`src/rtl/usb_token_arbiter_if.sv`:
```
// ----------------------------------------------------------------------------
// usb_token_arbiter_if
// Purpose : Bundles the SOF request, transfer request and token generator
//           handshakes of the USB token arbiter.
// Modports: master - arbiter side (drives sof_ready/sof_done, xfer_gnt/done,
//                    tok_* fields, tok_start, tok_err)
//           slave  - environment side (SOF generator, requesters, token
//                    generator)
// ----------------------------------------------------------------------------
interface usb_token_arbiter_if;
    // SOF generator handshake
    logic        sof_start;
    logic [10:0] sof_frame;
    logic        sof_ready;
    logic        sof_done;
    // Transfer requesters (two, packed per requester)
    logic [1:0]  xfer_req;
    logic [3:0]  xfer_type;
    logic [13:0] xfer_addr;
    logic [7:0]  xfer_endp;
    logic [1:0]  xfer_gnt;
    logic [1:0]  xfer_done;
    // Token generator handshake
    logic        tok_start;
    logic [1:0]  tok_type;
    logic [6:0]  tok_addr;
    logic [3:0]  tok_endp;
    logic [10:0] tok_frame;
    logic        tok_ready;
    logic        tok_done;
    logic        tok_err;

    modport master (
        input  sof_start, sof_frame, xfer_req, xfer_type, xfer_addr, xfer_endp,
               tok_ready, tok_done,
        output sof_ready, sof_done, xfer_gnt, xfer_done, tok_start, tok_type,
               tok_addr, tok_endp, tok_frame, tok_err
    );

    modport slave (
        output sof_start, sof_frame, xfer_req, xfer_type, xfer_addr, xfer_endp,
               tok_ready, tok_done,
        input  sof_ready, sof_done, xfer_gnt, xfer_done, tok_start, tok_type,
               tok_addr, tok_endp, tok_frame, tok_err
    );
endinterface

```
`src/rtl/usb_token_arbiter.sv`:
```
// ----------------------------------------------------------------------------
// usb_token_arbiter
// Purpose : Arbitrates a single USB token generator between the SOF generator
//           (highest priority) and two round-robin transfer requesters, with
//           an end-of-frame guard window and a done timeout.
// Ports   : clk, rst_n (sync, active-low), enable, speed (01 FS, 10 HS,
//           others FS), bus (usb_token_arbiter_if.master), owner
//           (00 none, 01 SOF, 10 req0, 11 req1), frame_timer, eof_block.
// ----------------------------------------------------------------------------
module usb_token_arbiter #(
    parameter logic [15:0] FS_GUARD     = 16'd3000,
    parameter logic [15:0] HS_GUARD     = 16'd600,
    parameter logic [15:0] DONE_TIMEOUT = 16'd4095
) (
    input  logic                       clk,
    input  logic                       rst_n,
    input  logic                       enable,
    input  logic [1:0]                 speed,
    usb_token_arbiter_if.master        bus,
    output logic [1:0]                 owner,
    output logic [15:0]                frame_timer,
    output logic                       eof_block
);

    localparam logic [15:0] FsLimit = 16'd60000 - FS_GUARD;
    localparam logic [15:0] HsLimit = 16'd7500 - HS_GUARD;

    localparam logic [1:0] OwnNone = 2'b00;
    localparam logic [1:0] OwnSof  = 2'b01;

    typedef enum logic [1:0] {StIdle, StIssue, StWaitDone} state_e;

    state_e      state_q, state_d;
    logic        sof_pend_q, sof_pend_d;
    logic [10:0] sof_frame_q, sof_frame_d;
    logic        rr_q, rr_d;           // requester index holding priority
    logic [1:0]  owner_q, owner_d;
    logic [15:0] frame_timer_q, frame_timer_d;
    logic [15:0] cnt_q, cnt_d;
    logic        tok_start_q, tok_start_d;
    logic [1:0]  tok_type_q, tok_type_d;
    logic [6:0]  tok_addr_q, tok_addr_d;
    logic [3:0]  tok_endp_q, tok_endp_d;
    logic [10:0] tok_frame_q, tok_frame_d;
    logic        sof_done_q, sof_done_d;
    logic [1:0]  xfer_gnt_q, xfer_gnt_d;
    logic [1:0]  xfer_done_q, xfer_done_d;
    logic        tok_err_q, tok_err_d;
    logic        win;

    // Speed codes other than HS fall back to the FS window.
    assign eof_block = (speed == 2'b10) ? (frame_timer_q >= HsLimit)
                                        : (frame_timer_q >= FsLimit);

    // A lone requester wins outright; the pointer only breaks ties.
    assign win = (&bus.xfer_req) ? rr_q : bus.xfer_req[1];

    always_comb begin
        state_d       = state_q;
        sof_pend_d    = sof_pend_q;
        sof_frame_d   = sof_frame_q;
        rr_d          = rr_q;
        owner_d       = owner_q;
        cnt_d         = cnt_q;
        tok_type_d    = tok_type_q;
        tok_addr_d    = tok_addr_q;
        tok_endp_d    = tok_endp_q;
        tok_frame_d   = tok_frame_q;
        tok_start_d   = 1'b0;
        sof_done_d    = 1'b0;
        xfer_gnt_d    = 2'b00;
        xfer_done_d   = 2'b00;
        tok_err_d     = 1'b0;
        frame_timer_d = (frame_timer_q == 16'hFFFF) ? frame_timer_q : frame_timer_q + 16'd1;

        if (bus.sof_start && !sof_pend_q) begin
            sof_pend_d  = 1'b1;
            sof_frame_d = bus.sof_frame;
        end

        unique case (state_q)
            StIdle: begin
                cnt_d = '0;
                // Only the registered pending flag is considered here.
                if (sof_pend_q) begin
                    owner_d     = OwnSof;
                    tok_type_d  = 2'b10;
                    tok_addr_d  = '0;
                    tok_endp_d  = '0;
                    tok_frame_d = sof_frame_q;
                    state_d     = StIssue;
                end else if (!eof_block && (|bus.xfer_req)) begin
                    owner_d     = {1'b1, win};
                    tok_type_d  = win ? bus.xfer_type[3:2]  : bus.xfer_type[1:0];
                    tok_addr_d  = win ? bus.xfer_addr[13:7] : bus.xfer_addr[6:0];
                    tok_endp_d  = win ? bus.xfer_endp[7:4]  : bus.xfer_endp[3:0];
                    tok_frame_d = '0;
                    state_d     = StIssue;
                end
            end
            StIssue: begin
                if (bus.tok_ready) begin
                    tok_start_d = 1'b1;
                    cnt_d       = '0;
                    state_d     = StWaitDone;
                    if (owner_q == OwnSof) begin
                        frame_timer_d = '0;
                    end else begin
                        xfer_gnt_d[owner_q[0]] = 1'b1;
                        rr_d                   = ~owner_q[0];
                    end
                end
            end
            StWaitDone: begin
                if (bus.tok_done) begin
                    if (owner_q == OwnSof) begin
                        sof_done_d = 1'b1;
                        sof_pend_d = 1'b0;
                    end else begin
                        xfer_done_d[owner_q[0]] = 1'b1;
                    end
                    owner_d = OwnNone;
                    state_d = StIdle;
                end else if (cnt_q == DONE_TIMEOUT - 16'd1) begin
                    // Timeout after DONE_TIMEOUT waiting cycles; no done pulse.
                    tok_err_d = 1'b1;
                    if (owner_q == OwnSof) begin
                        sof_pend_d = 1'b0;
                    end
                    owner_d = OwnNone;
                    state_d = StIdle;
                end else begin
                    cnt_d = cnt_q + 16'd1;
                end
            end
            default: begin
                state_d = StIdle;
                owner_d = OwnNone;
            end
        endcase

        // Disable abandons any token silently and freezes the frame timer.
        if (!enable) begin
            state_d       = StIdle;
            owner_d       = OwnNone;
            sof_pend_d    = 1'b0;
            frame_timer_d = '0;
            cnt_d         = '0;
            tok_start_d   = 1'b0;
            sof_done_d    = 1'b0;
            xfer_gnt_d    = 2'b00;
            xfer_done_d   = 2'b00;
            tok_err_d     = 1'b0;
            rr_d          = rr_q;
        end
    end

    always_ff @(posedge clk) begin
        if (!rst_n) begin
            state_q       <= StIdle;
            sof_pend_q    <= 1'b0;
            sof_frame_q   <= '0;
            rr_q          <= 1'b0;
            owner_q       <= OwnNone;
            frame_timer_q <= '0;
            cnt_q         <= '0;
            tok_start_q   <= 1'b0;
            tok_type_q    <= '0;
            tok_addr_q    <= '0;
            tok_endp_q    <= '0;
            tok_frame_q   <= '0;
            sof_done_q    <= 1'b0;
            xfer_gnt_q    <= 2'b00;
            xfer_done_q   <= 2'b00;
            tok_err_q     <= 1'b0;
        end else begin
            state_q       <= state_d;
            sof_pend_q    <= sof_pend_d;
            sof_frame_q   <= sof_frame_d;
            rr_q          <= rr_d;
            owner_q       <= owner_d;
            frame_timer_q <= frame_timer_d;
            cnt_q         <= cnt_d;
            tok_start_q   <= tok_start_d;
            tok_type_q    <= tok_type_d;
            tok_addr_q    <= tok_addr_d;
            tok_endp_q    <= tok_endp_d;
            tok_frame_q   <= tok_frame_d;
            sof_done_q    <= sof_done_d;
            xfer_gnt_q    <= xfer_gnt_d;
            xfer_done_q   <= xfer_done_d;
            tok_err_q     <= tok_err_d;
        end
    end

    assign bus.sof_ready = ~sof_pend_q;
    assign bus.sof_done  = sof_done_q;
    assign bus.xfer_gnt  = xfer_gnt_q;
    assign bus.xfer_done = xfer_done_q;
    assign bus.tok_start = tok_start_q;
    assign bus.tok_type  = tok_type_q;
    assign bus.tok_addr  = tok_addr_q;
    assign bus.tok_endp  = tok_endp_q;
    assign bus.tok_frame = tok_frame_q;
    assign bus.tok_err   = tok_err_q;
    assign owner         = owner_q;
    assign frame_timer   = frame_timer_q;

endmodule

```
`src/flat_wrapper.sv`:
```
// flat-port wrapper written by rule: the top's interface ports become plain ports
module usb_token_arbiter_flat 
#(
    parameter logic [15:0] FS_GUARD     = 16'd3000,
    parameter logic [15:0] HS_GUARD     = 16'd600,
    parameter logic [15:0] DONE_TIMEOUT = 16'd4095
)
  (clk, rst_n, enable, speed, owner, frame_timer, eof_block, bus_sof_start, bus_sof_frame, bus_xfer_req, bus_xfer_type, bus_xfer_addr, bus_xfer_endp, bus_tok_ready, bus_tok_done, bus_sof_ready, bus_sof_done, bus_xfer_gnt, bus_xfer_done, bus_tok_start, bus_tok_type, bus_tok_addr, bus_tok_endp, bus_tok_frame, bus_tok_err);
  usb_token_arbiter_if bus_i ();
  input  logic clk;
  input  logic rst_n;
  input  logic enable;
  input  logic [1:0] speed;
  output logic [1:0] owner;
  output logic [15:0] frame_timer;
  output logic eof_block;
  input wire logic [$bits(bus_i.sof_start)-1:0] bus_sof_start;
  input wire logic [$bits(bus_i.sof_frame)-1:0] bus_sof_frame;
  input wire logic [$bits(bus_i.xfer_req)-1:0] bus_xfer_req;
  input wire logic [$bits(bus_i.xfer_type)-1:0] bus_xfer_type;
  input wire logic [$bits(bus_i.xfer_addr)-1:0] bus_xfer_addr;
  input wire logic [$bits(bus_i.xfer_endp)-1:0] bus_xfer_endp;
  input wire logic [$bits(bus_i.tok_ready)-1:0] bus_tok_ready;
  input wire logic [$bits(bus_i.tok_done)-1:0] bus_tok_done;
  output wire logic [$bits(bus_i.sof_ready)-1:0] bus_sof_ready;
  output wire logic [$bits(bus_i.sof_done)-1:0] bus_sof_done;
  output wire logic [$bits(bus_i.xfer_gnt)-1:0] bus_xfer_gnt;
  output wire logic [$bits(bus_i.xfer_done)-1:0] bus_xfer_done;
  output wire logic [$bits(bus_i.tok_start)-1:0] bus_tok_start;
  output wire logic [$bits(bus_i.tok_type)-1:0] bus_tok_type;
  output wire logic [$bits(bus_i.tok_addr)-1:0] bus_tok_addr;
  output wire logic [$bits(bus_i.tok_endp)-1:0] bus_tok_endp;
  output wire logic [$bits(bus_i.tok_frame)-1:0] bus_tok_frame;
  output wire logic [$bits(bus_i.tok_err)-1:0] bus_tok_err;
  assign bus_i.sof_start = bus_sof_start;
  assign bus_i.sof_frame = bus_sof_frame;
  assign bus_i.xfer_req = bus_xfer_req;
  assign bus_i.xfer_type = bus_xfer_type;
  assign bus_i.xfer_addr = bus_xfer_addr;
  assign bus_i.xfer_endp = bus_xfer_endp;
  assign bus_i.tok_ready = bus_tok_ready;
  assign bus_i.tok_done = bus_tok_done;
  assign bus_sof_ready = bus_i.sof_ready;
  assign bus_sof_done = bus_i.sof_done;
  assign bus_xfer_gnt = bus_i.xfer_gnt;
  assign bus_xfer_done = bus_i.xfer_done;
  assign bus_tok_start = bus_i.tok_start;
  assign bus_tok_type = bus_i.tok_type;
  assign bus_tok_addr = bus_i.tok_addr;
  assign bus_tok_endp = bus_i.tok_endp;
  assign bus_tok_frame = bus_i.tok_frame;
  assign bus_tok_err = bus_i.tok_err;
  usb_token_arbiter #(.FS_GUARD(FS_GUARD), .HS_GUARD(HS_GUARD), .DONE_TIMEOUT(DONE_TIMEOUT)) u_core (.clk(clk), .rst_n(rst_n), .enable(enable), .speed(speed), .bus(bus_i), .owner(owner), .frame_timer(frame_timer), .eof_block(eof_block));
endmodule
```
`config.mk`:
```
export PLATFORM = sky130hd
export DESIGN_NAME = usb_token_arbiter_flat
export DESIGN_NICKNAME = d
export VERILOG_FILES = /design/src/rtl/usb_token_arbiter_if.sv /design/src/rtl/usb_token_arbiter.sv /design/src/flat_wrapper.sv
export SDC_FILE = /design/constraint.sdc
export NUM_CORES = 1
export LEC_CHECK = 0
export BUFFER_PORTS_ARGS = -buffer_cell sky130_fd_sc_hd__clkbuf_2
export CAP_MARGIN = 20
export CELL_PAD_IN_SITES_DETAIL_PLACEMENT = 1
export CELL_PAD_IN_SITES_GLOBAL_PLACEMENT = 1
export CORE_ASPECT_RATIO = 1.4
export CORE_UTILIZATION = 41
export DETAILED_ROUTE_END_ITERATION = 8
export GPL_TIMING_DRIVEN = 0
export PLACE_DENSITY = 0.84
export RECOVER_POWER = 100
export SYNTH_ARGS = -nofsm -noshare
export SYNTH_HDL_FRONTEND = slang
export SYNTH_SLANG_ARGS = --single-unit
```
`constraint.sdc`:
```
create_clock -name clk -period 5.05 [get_ports clk]
set_input_delay 0.2525 -clock clk [delete_from_list [all_inputs] [get_ports clk]]
set_output_delay 0.2525 -clock clk [all_outputs]
set_load 0.02 [all_outputs]
```
=== Yosys cells after proc, flatten, opt, wreduce, memory -nomap -nowiden ===
Index checks and enable logic that the tools add are counted.

* RAM bits: 0
* Register bits after elaboration: 80
* Output and inout port bits: 51
* Input port bits: 47
* Memories kept: 0
* ROM bits: 0
* Bits in latches: 0

* Multiply operators: 0
* Equal/unequal tests: 11
* Shift operators: 0
* Multiplexer cells: 41
* Reductions and logical operators: 20
* $add $sub $neg: 2
* Bitwise logic cells: 7
* Magnitude comparators: 4
* Divide/modulo/power cells: 0

{| class="wikitable"
|+ Operator list
! kind !! count
|-
| two-way mux 16 bit || 7
|-
| one-hot mux 16 bit (3 select lines) || 1
|-
| adder 16 x 1 -> 16 bit (second input constant) || 2
|-
| two-way mux 11 bit || 2
|-
| two-way mux 2 bit || 11
|-
| two-way mux 7 bit || 3
|-
| equality test 16 x 12 -> 1 bit (second input constant) || 1
|-
| equality test 16 bit (second input constant) || 1
|-
| >= comparator 16 x 13 -> 1 bit (second input constant) || 1
|-
| >= comparator 16 bit (second input constant) || 1
|-
| AND reduction 4 bit || 4
|-
| two-way mux 4 bit || 3
|-
| one-hot mux 2 bit (3 select lines) || 2
|-
| two-way mux 1 bit || 11
|-
| AND reduction 3 bit || 3
|-
| inverter 1 bit || 7
|-
| != test 2 bit (second input constant) || 3
|-
| AND reduction 2 bit || 3
|-
| equality test 2 x 1 -> 1 bit (second input constant) || 2
|-
| equality test 2 bit (second input constant) || 2
|-
| OR reduction 4 bit || 1
|-
| logical AND 1 bit || 3
|-
| != test 3 x 1 -> 1 bit (second input constant) || 1
|-
| != test 3 x 2 -> 1 bit (second input constant) || 1
|-
| 8 further kinds || 9
|}

=== Logic depth before layout (Yosys ltp) ===
* Depth after elaboration: 7
* Mapped depth: 8

=== Least setup slack after synthesis ===
Ideal clock, no wire load.

* Kind: reg-to-reg
* Start: register u_core.frame_timer_q[14] (netlist: u_core.frame_timer[14])
* End: register u_core.tok_frame_q[1] (netlist: u_core.bus.tok_frame[1])
* Path slack: 2.851 ns
* Stages on the path, launching flop included: 8
* Setup time: 0.117 ns
* Buffers on the path: 1
* Arrival: 2.081 ns
* Clock period less this slack: 2.199 ns
* Data required time: 4.933 ns
* Path through: dfxtp_1 > or4b_1 > a311oi_2 > a22o_2 > inv_2 > a21o_1 > buf_6 > a32o_1

* Cells in the longest elaborated chain, start to end: 6
* Elaborated cells on any way between the ends: 7
* Classes of those cells: order compare (2); mux (1); reduce/logical (4)

{| class="wikitable"
|+ RTL lines
! item !! line !! text
|-
| start: declaration || usb_token_arbiter.sv:38 || <nowiki>logic [15:0] frame_timer_q, frame_timer_d;</nowiki>
|-
| start signal: assignment || usb_token_arbiter.sv:182 || <nowiki>frame_timer_q <= frame_timer_d;</nowiki>
|-
| >= comparator 16 bit or >= comparator 16 x 13 -> 1 bit (tied branches) || usb_token_arbiter.sv:53, usb_token_arbiter.sv:52 ||
|-
| two-way mux 1 bit (*) || usb_token_arbiter.sv:52 || <nowiki>assign eof_block = (speed == 2'b10) ? (frame_timer_q >= HsLimit)</nowiki>
|-
| via eof_block || flat_wrapper.sv:16 || <nowiki>output logic eof_block;</nowiki>
|-
| zero test 1 bit (*) || usb_token_arbiter.sv:92 || <nowiki>end else if (!eof_block && (|bus.xfer_req)) begin</nowiki>
|-
| logical AND 1 bit (*) || usb_token_arbiter.sv:92 ||
|-
| nonzero test 2 bit (no source line) (*) || n/a ||
|-
| AND reduction 2 bit (no source line) (*) || n/a ||
|-
| end signal: assignment || usb_token_arbiter.sv:188 || <nowiki>tok_frame_q <= tok_frame_d;</nowiki>
|-
| end: declaration || usb_token_arbiter.sv:44 || <nowiki>logic [10:0] tok_frame_q, tok_frame_d;</nowiki>
|}

Mark *: on every way through the listed nets, which the timed path passes. The rest lies on a longest branch.
A chain may end at the register's enable or synchronous reset.

=== Final worst setup path ===
* Start: register u_core.frame_timer_q[14] (netlist: u_core.frame_timer[14])
* End: register u_core.tok_addr_q[1] (netlist: u_core.bus.tok_addr[1])

* Cells in the longest elaborated chain, start to end: 6
* Elaborated cells on any way between the ends: 7
* Classes of those cells: order compare (2); mux (1); reduce/logical (4)

{| class="wikitable"
|+ RTL lines
! item !! line !! text
|-
| >= comparator 16 bit or >= comparator 16 x 13 -> 1 bit (tied branches) || usb_token_arbiter.sv:53, usb_token_arbiter.sv:52 ||
|-
| two-way mux 1 bit (*) || usb_token_arbiter.sv:52 ||
|-
| zero test 1 bit (*) || usb_token_arbiter.sv:92 ||
|-
| logical AND 1 bit (*) || usb_token_arbiter.sv:92 ||
|-
| nonzero test 2 bit (no source line) (*) || n/a ||
|-
| AND reduction 2 bit (no source line) (*) || n/a ||
|-
| end signal: assignment || usb_token_arbiter.sv:186 || <nowiki>tok_addr_q <= tok_addr_d;</nowiki>
|-
| end: declaration || usb_token_arbiter.sv:42 || <nowiki>logic [6:0] tok_addr_q, tok_addr_d;</nowiki>
|}

Every way passes the cells marked *; elsewhere a longest branch is shown, timed or not.

==> reports/summary.json <==
{
  "chipWidth_um": 81.19,
  "io_buffers": 96,
  "mappedNetlistArea_um2": 3600,
  "ff_latch_area_um2": 1602,
  "synth_area_per_cell_um2": 8.844,
  "std_cell_rows": 40,
  "yosys_most_used_dff": "dfxtp_1",
  "worst_setup_path_end_kind": "flip-flop",
  "post_route_ant_nets": 0,
  "multi_input_comb_area_um2": 1866,
  "synthSimpleGateAreaFrac": 0.2179,
  "wire_length_after_detailed_routing_um": 10320,
  "max_freq_ghz": 0.3876,
  "core_um2": 8558,
  "dp_hpwl_um": 7751,
  "outcome": "completed",
  "timing.critical_path.arrival_ns": 2.77,
  "ff2ff_path_depth": 7,
  "cap_viol_max_count": 0,
  "post-route-min-period_ns": 2.580,
  "final.fill_count": 1076,
  "grt_max_degree": 14,
  "synth_top_area_cell": "dfxtp_1",
  "grt_antenna_before_repair": 0,
  "yosysWarningCount": 0,
  "h-tree-depth": 3,
  "beginning_of_the_worst_hold_path": "bus_sof_frame[0]",
  "rsz0062_at_grt": "no",
  "first_pass_iters": 4,
  "routabilityCongestion": 0.9171,
  "global_route.overflow_total": 0,
  "yosys-mux-area-fraction": 0.04762,
  "synth_top_area_share": 0.4449,
  "slew_headroom": 0.3617,
  "leakage_power_nw": 1.614,
  "drive_gt1_frac": 0.1197,
  "mappedNetlistNets": 458,
  "slew_violations": 0,
  "tritoncts_clock_tree": "built",
  "post_cts.resized_instances": 0,
  "post_cts_hold_buffer_count": 0,
  "total_die_area_um2": 9164,
  "num_io_pins": 98,
  "clk_transition_reported_paths_ns": 0.06,
  "layout.cells.most_common": "dfxtp_1",
  "floorplan.die.height_um": 112.9,
  "finClkSkew_ns": 0.006291,
  "utilization": 0.5174,
  "first_global_vias": 3587,
  "post_cts_buffers": 0,
  "holdCritPathClass": "in -> reg",
  "post-layout-total-power_mw": 1.440,
  "dr_total_vias": 3480,
  "worstPathRequired_ns": 5.24,
  "num_antenna_cells": 0,
  "crit-reg2reg-launch": "u_core.frame_timer[14]$_SDFF_PN0_",
  "synthesis.instances": 407,
  "hold_path_depth": 3,
  "cts.sink_count": 80,
  "finalHoldViolations": 0,
  "pwr_density_cell_nw_per_um2": 325.2,
  "avgRoutedWirePerCell_um": 16.57,
  "initial_utilization": 0.4206,
  "period_share": 0.5109,
  "seq_area_frac_synth": 0.4449,
  "num-nets-final": 565,
  "origin_of_the_worst_setup_path": "u_core.frame_timer[14]$_SDFF_PN0_",
  "critPathLaunchType": "flip-flop",
  "layout_setup_ws_ns": 2.470,
  "grt_pass1_wl_um": 17080,
  "timing.critical_path.fanout_max": 10,
  "layout-area-overhead-vs-synth_pct": 23.01,
  "detail_route.vias_per_cell": 5.586,
  "async_reset_ff_frac": 0,
  "synth.distinct_cells": 53,
  "final.setup.tns_ns": 0,
  "postSynthRegisterBits": 80,
  "worst_ir_drop_vdd_mv": 0.2098,
  "clock_path_buffers": 2,
  "synth_xor_area_frac": 0.04623,
  "top_cells_by_area_synth": "dfxtp_1 (44%), nand2_1 (6.2%), mux2i_1 (4.4%)",
  "max_slew.worst_pin.slew_ns": 0.9486,
  "yosys.area_share.adder": 0.01390,
  "grt_use_total": 0.2429,
  "clk-insertion-delay-late_ns": 0.33,
  "synth-compound-area-share": 0.1943,
  "drt_iter0_drc": 161,
  "cts-buffers-inserted": 9,
  "synth_top_family_by_area": "simple AND/OR/NAND/NOR gates",
  "synth_edf_count": 0,
  "drc": 0,
  "clock-root-buffer": "clkbuf_16",
  "worst-setup-path-type": "reg -> reg",
  "layout.cells.most_common_list": "dfxtp_1 (80), clkbuf_1 (71), nand2_1 (59)",
  "dpl_worst_slack_ns": 2.727,
  "setup-violations-final": 0
}
## power by group
group | switching (mW) | internal, mW | total (mW)
Combinational | 0.0823 | 0.0464 | 0.129
Clock | 0.254 | 0.395 | 0.650
Sequential | 0.0117 | 0.650 | 0.661
Total | 0.348 | 1.09 | 1.44
## kinds of logic (layout without fill, tap and decap cells)
kind of cell             after synthesis  count (layout)
flip-flops                            80              80
buffers and inverters                 31             142
multiplexers                          17              17
XOR/XNOR                              19              19
AND/OR/NAND/NOR                      159             159
AO/OA/AOI/OAI                         97              97
adder cells (fa/ha/maj)                4               4
## synth_stat cells (2+ instances only)
library cell  instances
a2111oi_0             2
a211oi_1             10
a21boi_0             11
a21o_1                3
a21oi_1              18
a31oi_1               2
a32o_1               11
and2_1                2
and3_1                2
and4_1                4
buf_2                 2
clkbuf_1             16
dfxtp_1              80
ha_1                  4
inv_1                11
mux2i_1              16
nand2_1              59
nand2b_1              8
nand3_1              14
nand4_1              10
nor2_1               29
nor2b_1               6
nor3_1                6
nor3b_1               3
nor4_1                4
nor4b_1               2
o2111ai_1             3
o21a_1                4
o21ai_0               6
o21ai_1               2
o22ai_1              12
o31ai_1               4
or3_1                 3
or4_1                 2
xnor2_1              17
xor2_1                2
## layer usage
layer / vias up / global-route usage / share of wire
li1: 1690 / - / -
met5: - / 0 / 0
met1: 1694 / 0.2716 / 0.41
met4: 0 / 0.09524 / 0.022
met2: 78 / 0.4370 / 0.53
met3: 18 / 0.05081 / 0.041
## final timing paths
path	slack [ns]	end
max	2.47	u_core.bus.tok_addr[1]$_SDFFE_PN0P_
min reg2reg	0.46	u_core.sof_frame_q[5]$_SDFFE_PN0P_
max reg2reg	2.47	u_core.bus.tok_addr[1]$_SDFFE_PN0P_
min	0.15	u_core.sof_frame_q[0]$_SDFFE_PN0P_
## final cells by class
cell class              instances  area share
well taps                     105     0.02967
inverters                      12     0.01017
repair buffers                 96     0.09381
flip-flops and latches         80      0.3617
clock inverters                 4     0.01215
multi-input cells             296      0.4213
plain buffers                  19     0.01639
clock buffers                  11     0.05482
## sequential cells by signal, summed over array words and instances, names as in the netlist, 2 cells and up
| signal | count |
|---|---|
| u_core.sof_frame_q | 11 |
| u_core.bus.tok_frame | 11 |
| u_core.bus.xfer_gnt | 2 |
| u_core.bus.tok_addr | 7 |
| u_core.state_q | 2 |
| u_core.frame_timer | 16 |
| u_core.bus.tok_endp | 4 |
| u_core.cnt_q | 16 |
| u_core.owner | 2 |
| u_core.bus.tok_type | 2 |
| u_core.bus.xfer_done | 2 |
## through the flow
step / instance area (µm²) / cells / hold slack [ns]
2_1_floorplan: 3600 / 407 / 0.3903
6_report: 4428 / 623 / 0.1459
3_3_place_gp: 4212 / 608 / 0.4475
5_1_grt: 4428 / 623 / 0.1646
4_1_cts: 4508 / 623 / 0.1376
3_5_place_dp: 4212 / 608 / 0.4571
## worst max-delay path, stage by stage (launching register included)
cell and delay (ns):
dfxtp_1 0.39, or4b_1 0.55, a311oi_1 0.33, a22o_2 0.24, inv_1 0.08, a21oi_1 0.30, clkbuf_1 0.42, o22ai_1 0.14
Note: power is estimated with default switching activity, not from simulation.
